$ cat config.mk
export PLATFORM = sky130hd
export DESIGN_NAME = chain_dp_update_flat
export DESIGN_NICKNAME = d
export VERILOG_FILES = /design/src/rtl/chain_dp_update_if.sv /design/src/rtl/chain_dp_update.sv /design/src/flat_wrapper.sv
export SDC_FILE = /design/constraint.sdc
export NUM_CORES = 1
export LEC_CHECK = 0
export ABC_AREA = 1
export CAP_MARGIN = 20
export CELL_PAD_IN_SITES_DETAIL_PLACEMENT = 0
export CELL_PAD_IN_SITES_GLOBAL_PLACEMENT = 1
export CORE_ASPECT_RATIO = 0.7
export CORE_UTILIZATION = 36
export DETAILED_ROUTE_END_ITERATION = 10
export PLACE_DENSITY_LB_ADDON = 0.25
export SYNTH_ARGS = -nofsm -noshare
export SYNTH_HDL_FRONTEND = slang
export SYNTH_SLANG_ARGS = --single-unit
$ cat constraint.sdc
create_clock -name clk -period 5.15 [get_ports clk]
set_input_delay 1.545 -clock clk [delete_from_list [all_inputs] [get_ports clk]]
set_output_delay 1.545 -clock clk [all_outputs]
set_load 0.005 [all_outputs]
$ cat src/rtl/chain_dp_update_if.sv
// Handshake bundle for chain_dp_update: anchor start, candidate stream and result port.
// The slave modport is the DP update block; the master modport is its driver/consumer.
interface chain_dp_update_if;
    logic        start;
    logic        start_ready;
    logic        start_empty;
    logic [15:0] anchor_idx;
    logic [31:0] anchor_w;

    logic        cand_valid;
    logic        cand_ready;
    logic [15:0] cand_idx;
    logic [31:0] cand_f;
    logic [31:0] cand_score;
    logic        cand_drop;
    logic        cand_last;

    logic        out_valid;
    logic        out_ready;
    logic [15:0] out_idx;
    logic [31:0] out_f;
    logic [15:0] out_p;

    logic        busy;

    modport slave (
        input  start, start_empty, anchor_idx, anchor_w,
        input  cand_valid, cand_idx, cand_f, cand_score, cand_drop, cand_last,
        input  out_ready,
        output start_ready, cand_ready, out_valid, out_idx, out_f, out_p, busy
    );

    modport master (
        output start, start_empty, anchor_idx, anchor_w,
        output cand_valid, cand_idx, cand_f, cand_score, cand_drop, cand_last,
        output out_ready,
        input  start_ready, cand_ready, out_valid, out_idx, out_f, out_p, busy
    );
endinterface

$ cat src/rtl/chain_dp_update.sv
// Chaining DP update: f[i] = max(anchor_w, max_j sat(f[j] + score_ij)) with predecessor p[i].
// Optional macro CHAIN_BEST_TRACK_EN adds best_f/best_idx tracking across finished anchors.
module chain_dp_update (
    input  logic                clk,
    input  logic                reset,
    chain_dp_update_if.slave    dp
`ifdef CHAIN_BEST_TRACK_EN
    ,
    output logic signed [31:0]  best_f,
    output logic        [15:0]  best_idx
`endif
);

    typedef enum logic [1:0] {StIdle, StAccum, StDrain, StOut} state_e;

    state_e state_q, state_d;
    logic   drain_cnt_q, drain_cnt_d;

    logic start_ready, cand_ready, out_valid, busy;
    logic start_xfer, cand_xfer, out_xfer;

    logic        [32:0] sum_full;
    logic        [31:0] sum_sat;
    logic               s1_valid_q;
    logic        [31:0] s1_sum_q;
    logic        [15:0] s1_idx_q;

    logic signed [31:0] f_best_q;
    logic        [15:0] p_best_q;
    logic        [15:0] anchor_idx_q;

    assign start_xfer = dp.start && start_ready;
    assign cand_xfer  = dp.cand_valid && cand_ready;
    assign out_xfer   = out_valid && dp.out_ready;

    always_ff @(posedge clk or posedge reset) begin
        if (reset) begin
            state_q     <= StIdle;
            drain_cnt_q <= 1'b0;
        end else begin
            state_q     <= state_d;
            drain_cnt_q <= drain_cnt_d;
        end
    end

    always_comb begin
        state_d     = state_q;
        drain_cnt_d = drain_cnt_q;
        start_ready = 1'b0;
        cand_ready  = 1'b0;
        out_valid   = 1'b0;
        busy        = 1'b1;
        unique case (state_q)
            StIdle: begin
                start_ready = 1'b1;
                busy        = 1'b0;
                if (dp.start) begin
                    state_d = dp.start_empty ? StOut : StAccum;
                end
            end
            StAccum: begin
                cand_ready = 1'b1;
                if (dp.cand_valid && dp.cand_last) begin
                    state_d     = StDrain;
                    drain_cnt_d = 1'b0;
                end
            end
            StDrain: begin
                // Two cycles let the last candidate clear both pipeline stages.
                drain_cnt_d = 1'b1;
                if (drain_cnt_q) begin
                    state_d = StOut;
                end
            end
            StOut: begin
                out_valid = 1'b1;
                if (dp.out_ready) begin
                    state_d = StIdle;
                end
            end
            default: begin
                state_d = StIdle;
            end
        endcase
    end

    // Signed 33-bit sum, clamped back into the 32-bit signed range.
    always_comb begin
        sum_full = {dp.cand_f[31], dp.cand_f} + {dp.cand_score[31], dp.cand_score};
        if (sum_full[32] != sum_full[31]) begin
            sum_sat = sum_full[32] ? 32'h8000_0000 : 32'h7FFF_FFFF;
        end else begin
            sum_sat = sum_full[31:0];
        end
    end

    always_ff @(posedge clk or posedge reset) begin
        if (reset) begin
            s1_valid_q   <= 1'b0;
            s1_sum_q     <= 32'h0;
            s1_idx_q     <= 16'h0;
            f_best_q     <= 32'sh0;
            p_best_q     <= 16'hFFFF;
            anchor_idx_q <= 16'h0;
        end else begin
            s1_valid_q <= cand_xfer && !dp.cand_drop;
            if (cand_xfer) begin
                s1_sum_q <= sum_sat;
                s1_idx_q <= dp.cand_idx;
            end
            if (start_xfer) begin
                f_best_q     <= $signed(dp.anchor_w);
                p_best_q     <= 16'hFFFF;
                anchor_idx_q <= dp.anchor_idx;
            end else if (s1_valid_q && ($signed(s1_sum_q) > f_best_q)) begin
                // Strict compare: on a tie the earlier candidate wins.
                f_best_q <= $signed(s1_sum_q);
                p_best_q <= s1_idx_q;
            end
        end
    end

`ifdef CHAIN_BEST_TRACK_EN
    logic signed [31:0] best_f_q;
    logic        [15:0] best_idx_q;

    always_ff @(posedge clk or posedge reset) begin
        if (reset) begin
            best_f_q   <= 32'sh8000_0000;
            best_idx_q <= 16'h0;
        end else if (out_xfer && (f_best_q > best_f_q)) begin
            best_f_q   <= f_best_q;
            best_idx_q <= anchor_idx_q;
        end
    end

    assign best_f   = best_f_q;
    assign best_idx = best_idx_q;
`else
    // Default build: no cross-anchor best tracking.
    logic unused_out_xfer;
    assign unused_out_xfer = out_xfer;
`endif

    assign dp.start_ready = start_ready;
    assign dp.cand_ready  = cand_ready;
    assign dp.out_valid   = out_valid;
    assign dp.busy        = busy;
    assign dp.out_idx     = anchor_idx_q;
    assign dp.out_f       = f_best_q;
    assign dp.out_p       = p_best_q;

endmodule

$ cat src/flat_wrapper.sv
// flat-port wrapper written by rule: the top's interface ports become plain ports
module chain_dp_update_flat 
  (clk, reset, dp_start, dp_start_empty, dp_anchor_idx, dp_anchor_w, dp_cand_valid, dp_cand_idx, dp_cand_f, dp_cand_score, dp_cand_drop, dp_cand_last, dp_out_ready, dp_start_ready, dp_cand_ready, dp_out_valid, dp_out_idx, dp_out_f, dp_out_p, dp_busy);
  chain_dp_update_if dp_i ();
  input  logic clk;
  input  logic reset;
  input wire logic [$bits(dp_i.start)-1:0] dp_start;
  input wire logic [$bits(dp_i.start_empty)-1:0] dp_start_empty;
  input wire logic [$bits(dp_i.anchor_idx)-1:0] dp_anchor_idx;
  input wire logic [$bits(dp_i.anchor_w)-1:0] dp_anchor_w;
  input wire logic [$bits(dp_i.cand_valid)-1:0] dp_cand_valid;
  input wire logic [$bits(dp_i.cand_idx)-1:0] dp_cand_idx;
  input wire logic [$bits(dp_i.cand_f)-1:0] dp_cand_f;
  input wire logic [$bits(dp_i.cand_score)-1:0] dp_cand_score;
  input wire logic [$bits(dp_i.cand_drop)-1:0] dp_cand_drop;
  input wire logic [$bits(dp_i.cand_last)-1:0] dp_cand_last;
  input wire logic [$bits(dp_i.out_ready)-1:0] dp_out_ready;
  output wire logic [$bits(dp_i.start_ready)-1:0] dp_start_ready;
  output wire logic [$bits(dp_i.cand_ready)-1:0] dp_cand_ready;
  output wire logic [$bits(dp_i.out_valid)-1:0] dp_out_valid;
  output wire logic [$bits(dp_i.out_idx)-1:0] dp_out_idx;
  output wire logic [$bits(dp_i.out_f)-1:0] dp_out_f;
  output wire logic [$bits(dp_i.out_p)-1:0] dp_out_p;
  output wire logic [$bits(dp_i.busy)-1:0] dp_busy;
  assign dp_i.start = dp_start;
  assign dp_i.start_empty = dp_start_empty;
  assign dp_i.anchor_idx = dp_anchor_idx;
  assign dp_i.anchor_w = dp_anchor_w;
  assign dp_i.cand_valid = dp_cand_valid;
  assign dp_i.cand_idx = dp_cand_idx;
  assign dp_i.cand_f = dp_cand_f;
  assign dp_i.cand_score = dp_cand_score;
  assign dp_i.cand_drop = dp_cand_drop;
  assign dp_i.cand_last = dp_cand_last;
  assign dp_i.out_ready = dp_out_ready;
  assign dp_start_ready = dp_i.start_ready;
  assign dp_cand_ready = dp_i.cand_ready;
  assign dp_out_valid = dp_i.out_valid;
  assign dp_out_idx = dp_i.out_idx;
  assign dp_out_f = dp_i.out_f;
  assign dp_out_p = dp_i.out_p;
  assign dp_busy = dp_i.busy;
  chain_dp_update u_core (.clk(clk), .reset(reset), .dp(dp_i));
endmodule
==> flow_summary.json <==
{
  "wl_per_cell_um": 14.5,
  "htreeDepth": 4,
  "powerDensity_mw_per_mm2": 517,
  "cts_tree": "built",
  "layout_commonest_cell": "nand2_1",
  "yosys_most_used_dff": "dfrtp_1",
  "post_cts_buffers": 0,
  "cts_buffers": 17,
  "crit_family": "simple AND/OR/NAND/NOR gates",
  "yosysSeqAreaShare_pct": 36.5,
  "drt_wl_total_um": 22500,
  "yosys.area.top_type": "dfrtp_1",
  "setup_viol": 0,
  "grt_first_pass_wirelength_um": 37000,
  "drive_gt1_share_pct": 8.89,
  "path_cells": "clkdlybuf4s50_1 > ha_1 > inv_1 > fa_1 > inv_1 > nand3_1 > nand2_1 > nand2_1 > nand2_1 > nand2_1 > nand2_1 > nand2_1 > nand2_1 > nand2_1 > nand2_1 > nand2_1 > nand2_1 > buf_4 > a21oi_1",
  "fin_setup_tns_ns": 0,
  "synthArstFlopShare_pct": 100,
  "rsz0062_at_grt": "no",
  "fp.dieH_um": 127,
  "antenna_found_initial": 0,
  "slew_headroom_pct": 54.4,
  "cts_buffer_depth": 2,
  "critPathBufInv": 4,
  "first_pass_iters": 5,
  "ys.warnings.count": 0,
  "cp-start-kind": "input port",
  "drc": 0,
  "path_clk_slew_ns": 0.06,
  "finalHoldViolations": 0,
  "slew_violations": 0,
  "root_buffer": "clkbuf_16",
  "die_area_mm2": 0.0228,
  "grt_pass1_vias": 7177,
  "ctsHoldBuffers": 0,
  "clk_latency_ns": 0.42,
  "syn_inst": 1064,
  "critPathMostFrequentCell": "nand2_1",
  "ys_seq_elements": 116,
  "place_congestion": 0.880,
  "crit_path_end_kind": "flop",
  "worst_path_max_delay_cell": "clkdlybuf4s50_1",
  "portBuffers": 203,
  "n_antenna_cell": 0,
  "clkSinkCount": 116,
  "drtAntennaViolNets": 0,
  "status": "finished, final reports clean",
  "max_freq_ghz": 0.257,
  "vias_per_cell": 4.79,
  "dp_hpwl_um": 16700,
  "cap_violations": 0,
  "design_area_mm2": 0.0110,
  "synth_cell_type_count": 39,
  "path_class": "in2reg",
  "leakage_nw": 5.32,
  "cts_resized": 0,
  "num_vias": 7444,
  "synth_fp_nets": 1269,
  "finalCritPeriodShare_pct": 75.4,
  "synthTopCellsByArea": "dfrtp_1 (31%), nand2_1 (16%), ha_1 (11%), mux2_2 (6.8%), inv_1 (5.7%)",
  "place_area_mm2": 0.0103,
  "grt.total_usage_pct": 20.3,
  "syn_avg_cell_area_um2": 7.52,
  "synth-edff-count": 0,
  "num_rows": 45,
  "yosysTopAreaCellShare_pct": 31.3,
  "finalNetCount": 1463,
  "coreArea_mm2": 0.0217,
  "syn-cell-area_mm2": 0.00800,
  "worstHoldPathType": "reg2reg",
  "initial_core_util_pct": 36.8,
  "critPathMaxFanout": 31,
  "period_minus_slack_ns": 3.89,
  "max_stage_delay_ns": 0.46,
  "vdd_drop_max_mv": 0.270,
  "drt_iter0_drc": 462,
  "finalClockSkew_ns": 0.0142,
  "final_cell_mix": "nand2_1 (339), clkdlybuf4s50_1 (203), inv_1 (120)",
  "synthToLayoutAreaGrowth_pct": 36.9,
  "grt_overflow": 0,
  "grt_max_degree": 104,
  "critical_path_required_ns": 5.42,
  "crit_arrival_ns": 4.16,
  "die_w_um": 180,
  "tightest_slew_ns": 0.683,
  "boundaryPins": 204
}
tightest hold or removal path: cells and delay by family, from the launching register on:
kind / cells / cell delay, ns
DFF: 1 / 0.37
and+or+nand+nor: 2 / 0.12
per-layer routing:
| layer | GRT usage (%) | vias up | share of wire (%) |
|---|---|---|---|
| li1 | - | 3829 | - |
| met1 | 29.7 | 3415 | 52 |
| met2 | 30.4 | 186 | 42 |
| met3 | 4.71 | 14 | 5.6 |
| met4 | 4.17 | 0 | 0.80 |
| met5 | 0 | - | 0 |
Yosys cell counts (2+ instances only):
| cell | count |
|---|---|
| xor2_1 | 10 |
| a31oi_1 | 2 |
| mux2_2 | 48 |
| o211ai_1 | 2 |
| nand4_1 | 7 |
| nor4_1 | 3 |
| nand3b_1 | 6 |
| buf_1 | 3 |
| and2_1 | 2 |
| o21a_1 | 3 |
| buf_6 | 2 |
| ha_1 | 68 |
| o21ai_0 | 25 |
| a21oi_1 | 76 |
| nor3_1 | 7 |
| inv_1 | 122 |
| nor2_1 | 79 |
| buf_2 | 11 |
| nand3_1 | 78 |
| nor2_2 | 2 |
| clkbuf_1 | 15 |
| dfstp_2 | 16 |
| buf_4 | 3 |
| xnor2_1 | 7 |
| o21bai_1 | 15 |
| dfrtp_1 | 100 |
| nand2_1 | 340 |
final cells by class:
cell class	instances	area [um^2]
clock buffer	19	453
timing repair buffer	210	2120
fill	2150	10800
tap	282	353
sequential	116	2920
inverter	122	460
clock inverter	13	198
multi-input combinational	791	4450
final timing paths:
check / from / endpoint / slack (ns) / cells past startpoint
min reg2reg: u_core.dp.out_p[5] / u_core.dp.out_p[5] / 0.49 / 2
min: u_core.dp.out_p[5] / u_core.dp.out_p[5] / 0.49 / 2
min in group asynchronous: reset / u_core.s1_idx_q[6] / 1.57 / 2
max in group asynchronous: reset / u_core.dp.out_p[12] / 2.70 / 3
max reg2reg: u_core.dp.out_f[7] / u_core.dp.out_f[9] / 2.51 / 11
max: dp_cand_score[0] / u_core.s1_sum_q[13] / 1.26 / 19
cells by family (layout without fill, tap and decap cells):
family / count (synthesis) / count (layout) / synth area share (%)
multiplexers: 48 / 48 / 6.75
AND/OR/NAND/NOR: 530 / 530 / 27.2
buffers and inverters: 157 / 364 / 8.00
adder cells (fa/ha/maj): 69 / 69 / 10.9
AO/OA/AOI/OAI: 127 / 127 / 8.75
flip-flops: 116 / 116 / 36.5
XOR/XNOR: 17 / 17 / 1.86
power breakdown:
group / internal, W / switching, W
combinational: 0.00135 / 0.00126
clock: 0.000844 / 0.000467
sequential: 0.00141 / 0.000333
total: 0.00361 / 0.00206
sequential cells by signal, indices dropped and copies added, names as in the netlist:
register / count
u_core.dp.out_p: 16
u_core.s1_idx_q: 16
u_core.dp.out_f: 32
u_core.s1_sum_q: 32
u_core.s1_valid_q: 1
u_core.state_q: 2
u_core.drain_cnt_q: 1
u_core.dp.out_idx: 16
per-stage QoR:
step / hold WS (ns) / setup WS (ns) / util, % / std cells / total power (W)
floorplan: 0.469 / 0.559 / - / 1064 / 0.00330
global route: 0.500 / 0.959 / 50.4 / 1553 / 0.00616
CTS: 0.489 / 1.28 / 50.3 / 1552 / 0.00573
detailed placement: 0.475 / 0.853 / 47.3 / 1520 / 0.00437
global placement: 0.474 / 0.870 / 47.3 / 1520 / 0.00432
finish: 0.486 / 1.26 / 50.4 / 1553 / 0.00567
Note: power is estimated with default switching activity, not from simulation.
